<file path="src/rtl/otter_arb_pkg.sv">
// Shared types for the OTTER memory arbiter: FSM states, grant encoding and byte-enable width.
package otter_arb_pkg;

    localparam int unsigned ARB_DATA_W = 32;
    localparam int unsigned ARB_BE_W   = ARB_DATA_W / 8;

    typedef enum logic [2:0] {
        IDLE,
        BUSY_I,
        BUSY_D,
        RESP_I,
        RESP_D
    } arb_state_t;

    typedef enum logic [1:0] {
        GNT_NONE,
        GNT_I,
        GNT_D
    } arb_gnt_t;

    function automatic int unsigned be_width(input int unsigned data_w);
        return data_w / 8;
    endfunction

endpackage

</file>
<file path="src/rtl/otter_arb_starve_ctr.sv">
// Saturating count of contested data grants; at_lim tells the arbiter a waiting fetch must win.
module otter_arb_starve_ctr #(
    parameter int unsigned STARVE_LIM = 4
) (
    input  logic CLK,
    input  logic RST_N,
    input  logic inc,
    input  logic clr,
    output logic at_lim
);

    localparam int unsigned CW = (STARVE_LIM > 0) ? $clog2(STARVE_LIM + 1) : 1;
    localparam logic [CW-1:0] LIM_V = CW'(STARVE_LIM);

    logic [CW-1:0] cnt_q, cnt_d;

    assign at_lim = (cnt_q == LIM_V);

    always_comb begin
        cnt_d = cnt_q;
        if (clr) begin
            cnt_d = '0;
        end else if (inc && !at_lim) begin
            cnt_d = cnt_q + CW'(1);
        end
    end

    always_ff @(posedge CLK or negedge RST_N) begin
        if (!RST_N) begin
            cnt_q <= '0;
        end else begin
            cnt_q <= cnt_d;
        end
    end

endmodule

</file>
<file path="src/rtl/otter_mem_arbiter.sv">
// Shares one single-port memory between the OTTER fetch port and the MEM-stage data port,
// one transaction at a time, with one-cycle response pulses back to the requesters.
module otter_mem_arbiter
    import otter_arb_pkg::*;
#(
    parameter int unsigned ADDR_W     = 32,
    parameter int unsigned DATA_W     = 32,
    parameter int unsigned STARVE_LIM = 4
) (
    input  logic                CLK,
    input  logic                RST_N,
    input  logic                I_REQ,
    input  logic [ADDR_W-1:0]   I_ADDR,
    output logic [DATA_W-1:0]   I_RDATA,
    output logic                I_VALID,
    output logic                I_STALL,
    input  logic                D_REQ,
    input  logic                D_WE,
    input  logic [DATA_W/8-1:0] D_BE,
    input  logic [ADDR_W-1:0]   D_ADDR,
    input  logic [DATA_W-1:0]   D_WDATA,
    output logic [DATA_W-1:0]   D_RDATA,
    output logic                D_DONE,
    output logic                D_STALL,
    output logic                M_REQ,
    output logic                M_WE,
    output logic [DATA_W/8-1:0] M_BE,
    output logic [ADDR_W-1:0]   M_ADDR,
    output logic [DATA_W-1:0]   M_WDATA,
    input  logic [DATA_W-1:0]   M_RDATA,
    input  logic                M_ACK
);

    localparam int unsigned BE_W = be_width(DATA_W);

    arb_state_t        state_q, state_d;
    arb_gnt_t          gnt;
    logic              starve;
    logic              ctr_inc, ctr_clr;

    logic              m_req_q, m_req_d;
    logic              m_we_q, m_we_d;
    logic [BE_W-1:0]   m_be_q, m_be_d;
    logic [ADDR_W-1:0] m_addr_q, m_addr_d;
    logic [DATA_W-1:0] m_wdata_q, m_wdata_d;
    logic [DATA_W-1:0] i_rdata_q, i_rdata_d;
    logic [DATA_W-1:0] d_rdata_q, d_rdata_d;
    logic              i_valid_q, i_valid_d;
    logic              d_done_q, d_done_d;

    // Arbitration only happens in IDLE; data wins a tie unless the fetch has starved.
    always_comb begin
        gnt = GNT_NONE;
        if (state_q == IDLE) begin
            if (I_REQ && D_REQ) begin
                gnt = starve ? GNT_I : GNT_D;
            end else if (I_REQ) begin
                gnt = GNT_I;
            end else if (D_REQ) begin
                gnt = GNT_D;
            end
        end
    end

    assign ctr_inc = (gnt == GNT_D) && I_REQ;
    assign ctr_clr = (gnt == GNT_I);

    otter_arb_starve_ctr #(
        .STARVE_LIM (STARVE_LIM)
    ) u_starve (
        .CLK    (CLK),
        .RST_N  (RST_N),
        .inc    (ctr_inc),
        .clr    (ctr_clr),
        .at_lim (starve)
    );

    always_comb begin
        state_d   = state_q;
        m_req_d   = m_req_q;
        m_we_d    = m_we_q;
        m_be_d    = m_be_q;
        m_addr_d  = m_addr_q;
        m_wdata_d = m_wdata_q;
        i_rdata_d = i_rdata_q;
        d_rdata_d = d_rdata_q;
        i_valid_d = 1'b0;
        d_done_d  = 1'b0;

        unique case (state_q)
            IDLE: begin
                if (gnt == GNT_I) begin
                    state_d  = BUSY_I;
                    m_req_d  = 1'b1;
                    m_we_d   = 1'b0;
                    m_be_d   = '1;
                    m_addr_d = I_ADDR;
                end else if (gnt == GNT_D) begin
                    state_d   = BUSY_D;
                    m_req_d   = 1'b1;
                    m_we_d    = D_WE;
                    m_be_d    = D_BE;
                    m_addr_d  = D_ADDR;
                    m_wdata_d = D_WDATA;
                end
            end
            BUSY_I: begin
                if (M_ACK) begin
                    state_d   = RESP_I;
                    m_req_d   = 1'b0;
                    i_rdata_d = M_RDATA;
                    i_valid_d = 1'b1;
                end
            end
            BUSY_D: begin
                if (M_ACK) begin
                    state_d  = RESP_D;
                    m_req_d  = 1'b0;
                    d_done_d = 1'b1;
                    if (!m_we_q) begin
                        d_rdata_d = M_RDATA;
                    end
                end
            end
            // Requests are ignored here so a requester dropping REQ after its pulse is served once.
            RESP_I, RESP_D: begin
                state_d = IDLE;
            end
            default: begin
                state_d = IDLE;
            end
        endcase
    end

    always_ff @(posedge CLK or negedge RST_N) begin
        if (!RST_N) begin
            state_q   <= IDLE;
            m_req_q   <= 1'b0;
            m_we_q    <= 1'b0;
            m_be_q    <= '0;
            m_addr_q  <= '0;
            m_wdata_q <= '0;
            i_rdata_q <= '0;
            d_rdata_q <= '0;
            i_valid_q <= 1'b0;
            d_done_q  <= 1'b0;
        end else begin
            state_q   <= state_d;
            m_req_q   <= m_req_d;
            m_we_q    <= m_we_d;
            m_be_q    <= m_be_d;
            m_addr_q  <= m_addr_d;
            m_wdata_q <= m_wdata_d;
            i_rdata_q <= i_rdata_d;
            d_rdata_q <= d_rdata_d;
            i_valid_q <= i_valid_d;
            d_done_q  <= d_done_d;
        end
    end

    assign M_REQ   = m_req_q;
    assign M_WE    = m_we_q;
    assign M_BE    = m_be_q;
    assign M_ADDR  = m_addr_q;
    assign M_WDATA = m_wdata_q;
    assign I_RDATA = i_rdata_q;
    assign D_RDATA = d_rdata_q;
    assign I_VALID = i_valid_q;
    assign D_DONE  = d_done_q;
    assign I_STALL = I_REQ & ~i_valid_q;
    assign D_STALL = D_REQ & ~d_done_q;

    a_one_pulse: assert property (@(posedge CLK) disable iff (!RST_N) !(I_VALID && D_DONE));

    a_hold_mem: assert property (@(posedge CLK) disable iff (!RST_N)
        (M_REQ && !M_ACK) |=> (M_REQ && $stable(M_ADDR) && $stable(M_WE) && $stable(M_BE)
                               && $stable(M_WDATA)));

endmodule

</file>
<file path="config.mk">
export PLATFORM = sky130hd
export DESIGN_NAME = otter_mem_arbiter
export DESIGN_NICKNAME = d
export VERILOG_FILES = /design/src/rtl/otter_arb_pkg.sv /design/src/rtl/otter_arb_starve_ctr.sv /design/src/rtl/otter_mem_arbiter.sv
export SDC_FILE = /design/constraint.sdc
export NUM_CORES = 1
export LEC_CHECK = 0
export CORE_MARGIN = 3
export CORE_UTILIZATION = 30
export DETAILED_ROUTE_END_ITERATION = 8
export GPL_TIMING_DRIVEN = 0
export PLACE_DENSITY_LB_ADDON = 0.25
export REMOVE_ABC_BUFFERS = 1
export SYNTH_ARGS = -nofsm -noshare
export SYNTH_HDL_FRONTEND = slang
export SYNTH_SLANG_ARGS = --single-unit
</file>
<file path="constraint.sdc">
create_clock -name CLK -period 2.4 [get_ports CLK]
set_input_delay 0.48 -clock CLK [delete_from_list [all_inputs] [get_ports CLK]]
set_output_delay 0.48 -clock CLK [all_outputs]
set_load 0.01 [all_outputs]
</file>
==> flow_results.org, run 1 <==
** Timing
- The number of endpoints with negative hold slack in the final report is 0.
- Headroom to the max-slew limit came out at between 50% and 60%.
- Setup TNS :: 0 ns
- Clock period minus worst slack :: 2.26 ns
- For this run, the top clock speed supported by timing is between 0.4 and 0.5 GHz.
- Final setup violation count :: 0
- Across the routed clock network, the largest skew measured is approximately 0.0065 ns.
- Fin crit share :: 94.3%
- Total count of max-transition violations in the final report :: 0
- Setup repair after global routing left no endpoint under its margin.
- Least-Margin Pin Slew :: around 0.61 ns

** Setup path
- Required time of the critical path :: 2.70 ns
- Critical Setup Path Class :: reg -> reg
- Crit end category :: flop
- The endpoint identified for the worst register-to-register timing path is M_WDATA[23]$_DFFE_PN0P_.
- Setup crit end :: M_WDATA[23]$_DFFE_PN0P_
- Of all nets on the critical path, the largest fanout is 9.
- Signal arrival time at the worst endpoint :: 2.56 ns
- Slack of the worst reg-to-reg path :: 0.14 ns
- Worst R2R Start :: u_starve.cnt_q[1]$_DFFE_PN0P_
- Launching element type of the critical path :: flop
- Worst setup path start :: u_starve.cnt_q[1]$_DFFE_PN0P_
- The number of cells on the worst reg-to-reg path is 10.

** Min path
- In this run the worst hold path is classified as in -> async.

** Die
- Die Span X :: between 100 and 150 microns
- Count of boundary I/O pins :: 276
- Once the floorplan was initialized, standard cells occupied a little under a third of the core.
- Number of rows in the core area :: 50
- From bottom edge to top edge, the die measures about 140 microns.
- In this run the standard cell core region covers 18800 sq um.
- Die area :: between 20000 and 25000 sq um

** Global routing
- Total GRT Usage :: between 10 and 15%
- In the global route stage, met1 resource usage came out at between 15 and 20%.
- Met3 track utilization from global routing :: 6.61%
- For met2 alone, demand over resource in global routing was roughly a quarter.
- Via count of the first global-routing pass :: 4547
- Entering global routing, the biggest net connects 79 pins.
- The first global-routing pass estimated 23.4 mm of wire.
- Most heavily used metal layer in global routing :: met2
- The number of antenna violations at the first check in global routing is 0.
- Summed over all layers, the global routing overflow is 0.

** Synth
- Yosys warns :: 0
- After technology mapping, the gate count stands at 420.
- Part of the Yosys area used for sequential elements :: between 60% and 70%
- The most used flip-flop cell after synthesis is sky130_fd_sc_hd__dfrtp_1.
- Number of enable flip-flop cells after synthesis :: 0
- A synthesized cell averages ~14 sq um.
- Flops & latches, synth :: 142
- Post-synth cell types :: 32
- The synthesized netlist occupies a cell area of between 5000 and 6000 sq um.
- After synthesis, the share of flip-flops with an asynchronous set or reset is 100%.

** Power
- Leakage power total :: ~3.9 nW
- Cell area power density :: around 1300 nW/um^2
- Worst vdd rail ir drop :: between 0.5 and 0.6 mV

** Routing
- DRT Wirelength :: roughly 16 mm
- Detailed-router iteration count before antenna repair :: 4
- Number of design rule violations left after detail routing :: 0
- 1st-iter DRT viols :: roughly 110
- The count of nets left with antenna violations once routing finished came out at 0.
- Vias after detailed routing :: 4345
- Dividing the detail-routed wire length by the instance count gives around 16 microns.
- Ratio of routed vias to standard cells :: 4.41

** Place
- At the end of routability-driven placement, the weighted congestion stood at 0.737.
- In this run the tool buffered the top-level ports with roughly 280 buffer cells.
- Dpl hpwl :: 11.4 mm
- After detailed placement, the total cell area comes to slightly below 9000 sq um.

** CTS
- Clock latency on the worst-skew pair, taken at its later pin, is 0.41 ns.
- TritonCTS built the clock tree.
- Cts bufs inserted :: 17
- Clock tree buffer depth :: 2
- The root buffer cell chosen for the clock tree is sky130_fd_sc_hd__clkbuf_16.
- Clock transition at the registers of the reported paths :: 0.06 ns
- Hold-fix buffer count after cts :: 0
- H-tree depth :: 4
- The tree built by TritonCTS fans out to 142 sinks.

** Run status
- The flow ran to the end, and the final reports show no timing, DRC or antenna violations.

** Cells and area
- Number of filler instances in the final layout :: 1600
- Final nets :: roughly 860
- Area growth from synthesis to layout :: 67.2%
- The post-route netlist has 22.2% of its cells at a drive strength greater than 1.
- The library cell used most frequently in the layout, excluding fill and tap cells, is sky130_fd_sc_hd__clkdlybuf4s50_1.
- Once layout is done, the placed cells without fillers occupy 9660 sq um.
- The repair_antennas step left the layout with diodes totalling 0.
- In the layout the commonest cells are sky130_fd_sc_hd__clkdlybuf4s50_1 (274), sky130_fd_sc_hd__dfrtp_1 (140), sky130_fd_sc_hd__mux2_2 (91), sky130_fd_sc_hd__nor2_1 (43), sky130_fd_sc_hd__a21oi_1 (40).

** Run
- Maximum Capacitance Violations :: 0
==> critical path, cell delays in order, from the launching register on <==
cell	delay (ns)
sky130_fd_sc_hd__dfrtp_1	0.40
sky130_fd_sc_hd__inv_1	0.07
sky130_fd_sc_hd__ha_2	0.19
sky130_fd_sc_hd__nand2_1	0.07
sky130_fd_sc_hd__nand2_1	0.09
sky130_fd_sc_hd__and3_1	0.21
sky130_fd_sc_hd__ha_4	0.25
sky130_fd_sc_hd__clkinvlp_4	0.14
sky130_fd_sc_hd__buf_12	0.16
sky130_fd_sc_hd__nand3_2	0.22
sky130_fd_sc_hd__mux2_2	0.37
==> cell usage after synthesis, types with 4 or more instances <==
cell                       count  area share [%]
sky130_fd_sc_hd__ha_1          4            0.87
sky130_fd_sc_hd__mux2i_1      32             5.5
sky130_fd_sc_hd__nor2_1       43             2.8
sky130_fd_sc_hd__o21ai_0       4            0.35
sky130_fd_sc_hd__clkbuf_1      4            0.26
sky130_fd_sc_hd__buf_4         4            0.52
sky130_fd_sc_hd__mux2_1        5            0.97
sky130_fd_sc_hd__buf_2        13             1.1
sky130_fd_sc_hd__dfrtp_1     142              61
sky130_fd_sc_hd__inv_1         6            0.39
sky130_fd_sc_hd__nand2_1       5            0.32
sky130_fd_sc_hd__mux2_2       91              18
sky130_fd_sc_hd__a21oi_1      40             3.5
==> layout make-up <==
| class | count | area (sq um) | share of cell area [%] |
|---|---|---|---|
| clock inverter | 13 | 130 | 1.35 |
| inverter | 6 | 26.3 | 0.272 |
| timing repair buffer | 295 | 3010 | 31.1 |
| multi-input combinational | 251 | 2160 | 22.4 |
| sequential | 142 | 3560 | 36.8 |
| tap | 260 | 325 | 3.37 |
| clock buffer | 19 | 453 | 4.69 |
==> timing repair <==
| item | 4_1_cts | 5_1_grt |
|---|---|---|
| resized for setup | 9 | 8 |
| endpoints found under the setup margin | 56 | 61 |
| gates cloned | 1 | 2 |
| setup buffers | 5 | 4 |
| pin swaps | 3 | 4 |
| endpoints found under the hold margin | 0 | 0 |
==> metal layers <==
| layer | wire length [microns] | part of all wire (%) |
|---|---|---|
| met3 | 1670 | 11 |
| met2 | 7670 | 49 |
| met5 | 0 | 0 |
| met1 | 6170 | 39 |
| met4 | 166 | 1.1 |
==> sequential cells by signal, summed over array words and instances, names as in the netlist <==
name,flops
D_RDATA,32
M_REQ,1
M_BE,4
I_VALID,1
state_q,3
M_WE,1
M_ADDR,32
D_DONE,1
I_RDATA,32
u_starve.cnt_q,3
M_WDATA,32
==> how the worst min path moves through the flow <==
stage	cells after the start	from	to	slack, ns
6_report	1	RST_N	I_RDATA[13]$_DFFE_PN0P_	0.04
3_3_place_gp	1	I_RDATA[4]$_DFFE_PN0P_	I_RDATA[4]$_DFFE_PN0P_	0.48
3_5_place_dp	1	M_WDATA[6]$_DFFE_PN0P_	M_WDATA[6]$_DFFE_PN0P_	0.48
4_1_cts	1	RST_N	D_RDATA[13]$_DFFE_PN0P_	0.06
2_1_floorplan	0	RST_N	D_DONE$_DFF_PN0_	0.18
5_1_grt	1	RST_N	I_RDATA[13]$_DFFE_PN0P_	0.09
==> through the flow <==
| step | hold WS [ns] | worst slack (ns) | power [mW] | util [%] | cells |
|---|---|---|---|---|---|
| 6_report | 0.0406 | 0.137 | 12.8 | 51.3 | 986 |
| 4_1_cts | 0.0574 | -0.0206 | 12.9 | 50.8 | 981 |
| 3_5_place_dp | 0.485 | -0.768 | 10.1 | 47.3 | 944 |
| 3_3_place_gp | 0.476 | -6.74 | 9.59 | 46.3 | 931 |
| 5_1_grt | 0.0883 | 0.000347 | 13.6 | 51.3 | 986 |
| 2_1_floorplan | 0.184 | -4.46 | 6.65 | - | 396 |
==> power breakdown <==
group | leakage, nW | total (mW) | switching, mW | internal, mW
clock network | 0.279 | 2.57 | 1.06 | 1.50
logic | 1.95 | 5.95 | 2.39 | 3.56
registers | 1.68 | 4.27 | 0.673 | 3.60
total | 3.90 | 12.8 | 4.13 | 8.66
==> logic make-up after synthesis <==
| kind of cell | after synthesis | synth area share (%) |
|---|---|---|
| AO/OA/AOI/OAI | 49 | 4.53 |
| adder cells (fa/ha/maj) | 4 | 0.866 |
| buffers and inverters | 30 | 2.88 |
| flip-flops | 142 | 61.5 |
| multiplexers | 128 | 24.3 |
| AND/OR/NAND/NOR | 67 | 5.98 |
(Power assumes the default switching activity.)
==> run 2, diff against run 1 <==
--- a/config.mk
+++ b/config.mk
@@ -5,12 +5,13 @@
 export SDC_FILE = /design/constraint.sdc
 export NUM_CORES = 1
 export LEC_CHECK = 0
-export CORE_MARGIN = 3
+export CORE_MARGIN = 5
 export CORE_UTILIZATION = 30
 export DETAILED_ROUTE_END_ITERATION = 8
 export GPL_TIMING_DRIVEN = 0
 export PLACE_DENSITY_LB_ADDON = 0.25
 export REMOVE_ABC_BUFFERS = 1
+export SKIP_LAST_GASP = 1
 export SYNTH_ARGS = -nofsm -noshare
 export SYNTH_HDL_FRONTEND = slang
 export SYNTH_SLANG_ARGS = --single-unit
==> constraint.sdc (replaced) <==
create_clock -name CLK -period 2.4 [get_ports CLK]
set_input_delay 0.24 -clock CLK [delete_from_list [all_inputs] [get_ports CLK]]
set_output_delay 0.24 -clock CLK [all_outputs]
set_load 0.01 [all_outputs]
==> run 2 against run 1 <==
Count of clock-buffer cells in the layout unchanged. Critical path depth rose by 2. Fmax decreased by 0.55%. Design area up 0.87%. Via count is 2.9% higher. Hold slack improved by 0.32 ns. Clock skew hardly changed.
==> flow_results.org, run 2 (synthesis results as in run 1) <==
** Run status
- Status :: complete, no violations

** Setup path
- Slack of the worst reg-to-reg path :: 0.12 ns (about the same)
- Critical path depth :: 12 (+2)
- Cell chain of the critical path :: inv_1, ha_1, and2_1, nand2_1, nand3_1, ha_4, nor4_4, buf_8, buf_6, buf_12, nor2_1, a21oi_1
- The worst setup path is launched from a flop.
- Required time of the critical path :: 2.73 ns (+0.03 ns)
- Path depth of the worst reg2reg path :: 12 (+2)
- Signal arrival time at the worst endpoint :: 2.60 ns (+0.04 ns)
- Critical Setup Path Class :: reg -> reg
- The combined buffer and inverter count along the critical path is 4 (+1).
- Largest fanout on the critical path :: 24 (+15)
- The cell family contributing the most delay on the critical path is simple AND/OR/NAND/NOR gates.
- STA classifies the critical path endpoint as a flop.
- Standard cell with the maximum stage delay on the critical path :: sky130_fd_sc_hd__dfrtp_1
- CP peak stage delay :: 0.38 ns (-0.02 ns)

** Global routing
- The number of antenna violations at the first check in global routing is 0 (unchanged).
- The wire length of the first global-routing pass came to 26.8 mm (+14%).
- The pin count of the biggest net entering global routing is 84 (+6.3%).
- Total GRT Usage :: 15.4% (+1.1 points)
- The final global-route overflow total is 0 (unchanged).
- Via count of the first global-routing pass :: 4957 (+9.0%)

** Cells and area
- The number of nets at the end of the flow is 859 (+0.47%).
- Leaving out fill and tap cells, the most frequent cell in the layout is sky130_fd_sc_hd__clkdlybuf4s50_1.
- The antenna cell count is 0 (unchanged).
- Relative to the synthesized area, the layout overhead comes to 68.6%.
- The register cell area after layout was 3550 sq um (about the same).
- In the layout the commonest cells are sky130_fd_sc_hd__clkdlybuf4s50_1 (274), sky130_fd_sc_hd__dfrtp_1 (141), sky130_fd_sc_hd__mux2_2 (91), sky130_fd_sc_hd__nor2_1 (43), sky130_fd_sc_hd__a21oi_1 (40).
- Number of filler instances in the final layout :: 1612 (+0.75%)
- The area used by multi-input combinational logic is 2120 sq um (-1.7%).
- Share of the core filled with cells :: 51.7% (+0.45 points)
- Fraction of layout instances using a drive strength above 1 :: 21.9% (-0.26 points)
- Final non-filler cell area :: 9740 sq um (+0.87%)

** Routing
- Ratio of routed vias to standard cells :: 4.52 (+2.5%)
- Post-route ant nets :: 0 (unchanged)
- The detail-routed net length per standard cell came to 17.3 microns (+8.7%).
- Number of design rule violations left after detail routing :: 0 (unchanged)
- DRT Wirelength :: 17.1 mm (+9.1%)
- Detailed-router iteration count before antenna repair :: 4 (unchanged)
- The number of vias after detailed routing was 4472 (+2.9%).
- 1st-iter DRT viols :: 145 (+38%)

** CTS
- Clock tree buffer depth :: 2 (unchanged)
- In this run the clock root is driven by a sky130_fd_sc_hd__clkbuf_16.
- The number of sinks on the clock net came to 142 (unchanged).
- Clock transition at the registers of the reported paths :: 0.06 ns (about the same)
- Clock latency at the later pin of the worst-skew pair :: 0.41 ns (about the same)
- TritonCTS built the clock tree.
- H-tree depth :: 4 (unchanged)
- Cts bufs inserted :: 17 (unchanged)

** Die
- Die area :: 22100 sq um (+5.6%)
- The I/O pin count came to 276 (unchanged).
- The die extent in y was 149 microns (+2.8%).
- Placeable core area :: 18800 sq um (unchanged)
- The number of placement rows came to 50 (unchanged).
- The chip width was 149 microns (+2.8%).
- Initial core utilization :: 30.7% (unchanged)

** Timing
- The headroom to the max-slew limit is 62.4% (+3.0 points).
- Setup repair after global routing left no endpoint under its margin.
- Hold Fails Final Rpt :: 0 (unchanged)
- The ratio of final minimum period to clock period came to 94.8% (+0.53 points).
- Clock period minus worst slack :: 2.28 ns (+0.0126 ns)
- The number of pins with negative max-slew slack in the final report was 0 (unchanged).
- The highest attainable clock frequency was 0.439 GHz (-0.55%).
- The post-route clock skew came to 0.00618 ns (-0.000364 ns).
- Final setup violation count :: 0 (unchanged)
- The actual transition at the worst max-transition pin came to 0.564 ns (-0.0453 ns).

** Place
- The instance area after placement is 8890 sq um (about the same).
- Number of I/O port buffers :: 275 (unchanged)
- The routability congestion estimate from global placement came to 0.705 (-4.4%).
- Dpl hpwl :: 12.2 mm (+7.0%)

** Power
- The areal power density over the cells is 1350 nW/um^2 (+1.9%).
- The worst IR drop on VDD is 0.684 mV (+16%).
- Leakage power total :: 3.97 nW (+1.6%)

** Run
- Maximum Capacitance Violations :: 0 (unchanged)

** Min path
- Worst min path class :: in -> async
==> run 2: per-stage QoR <==
| stage | TNS, ns | hold WS [ns] | total power [mW] | setup WS, ns | std cells |
|---|---|---|---|---|---|
| 6_report | 0 | 0.360 | 13.1 | 0.124 | 990 |
| 3_3_place_gp | -993.59 | 0.471 | 9.62 | -7.05 | 931 |
| 4_1_cts | 0 | 0.371 | 13.3 | 0.0419 | 984 |
| 3_5_place_dp | -49.86 | 0.254 | 10.1 | -1.10 | 943 |
| 2_1_floorplan | -199.03 | -0.0556 | 6.65 | -4.46 | 396 |
| 5_1_grt | 0 | 0.408 | 14.0 | 0.00402 | 990 |
==> run 2: worst paths after layout <==
check / startpoint / endpoint
setup / recovery: u_starve.cnt_q[1]$_DFFE_PN0P_ / M_ADDR[24]$_DFFE_PN0P_
hold / removal: RST_N / D_RDATA[6]$_DFFE_PN0P_
setup reg to reg: u_starve.cnt_q[1]$_DFFE_PN0P_ / M_ADDR[24]$_DFFE_PN0P_
hold reg to reg: M_WDATA[6]$_DFFE_PN0P_ / M_WDATA[6]$_DFFE_PN0P_
max in group asynchronous: RST_N / state_q[0]$_DFFE_PN0P_
min in group CLK: D_BE[0] / M_BE[0]$_DFFE_PN0P_
==> run 2: what timing repair did <==
item | CTS | global route
setup buffers | 8 | 6
gates resized for setup | 8 | 3
hold buffers | 1 | 0
endpoints found under the setup margin | 67 | 51
pin swaps | 3 | 3
hold endpoints to repair | 59 | 0
cloned | 3 | 0
==> run 2: power by group <==
part	switching, mW	internal, mW
Combinational	2.46	3.65
Clock	1.06	1.72
Sequential	0.670	3.59
Total	4.19	8.96
==> run 2: layout make-up <==
class / count / area share (%)
clock buffers: 19 / 4.65
inverters: 6 / 0.270
well taps: 260 / 3.34
clock inverters: 13 / 1.80
repair buffers: 300 / 31.7
flip-flops and latches: 142 / 36.5
multi-input cells: 250 / 21.8
==> run 2: worst register-to-register path: stages (launching register included) <==
cell and delay [ns]:
sky130_fd_sc_hd__dfrtp_1 0.38, sky130_fd_sc_hd__inv_1 0.05, sky130_fd_sc_hd__ha_1 0.21, sky130_fd_sc_hd__and2_1 0.21, sky130_fd_sc_hd__nand2_1 0.11, sky130_fd_sc_hd__nand3_1 0.13, sky130_fd_sc_hd__ha_4 0.25, sky130_fd_sc_hd__nor4_4 0.21
sky130_fd_sc_hd__buf_8 0.16, sky130_fd_sc_hd__buf_6 0.15, sky130_fd_sc_hd__buf_12 0.16, sky130_fd_sc_hd__nor2_1 0.05, sky130_fd_sc_hd__a21oi_1 0.12
==> run 2: layer usage <==
metal,vias up,routed length [microns],global-route usage [%]
met4,0,368,6.22
met1,2185,6440,17.2
met5,-,0,0
li1,2088,-,-
met3,23,1740,6.93
met2,176,8560,25.7
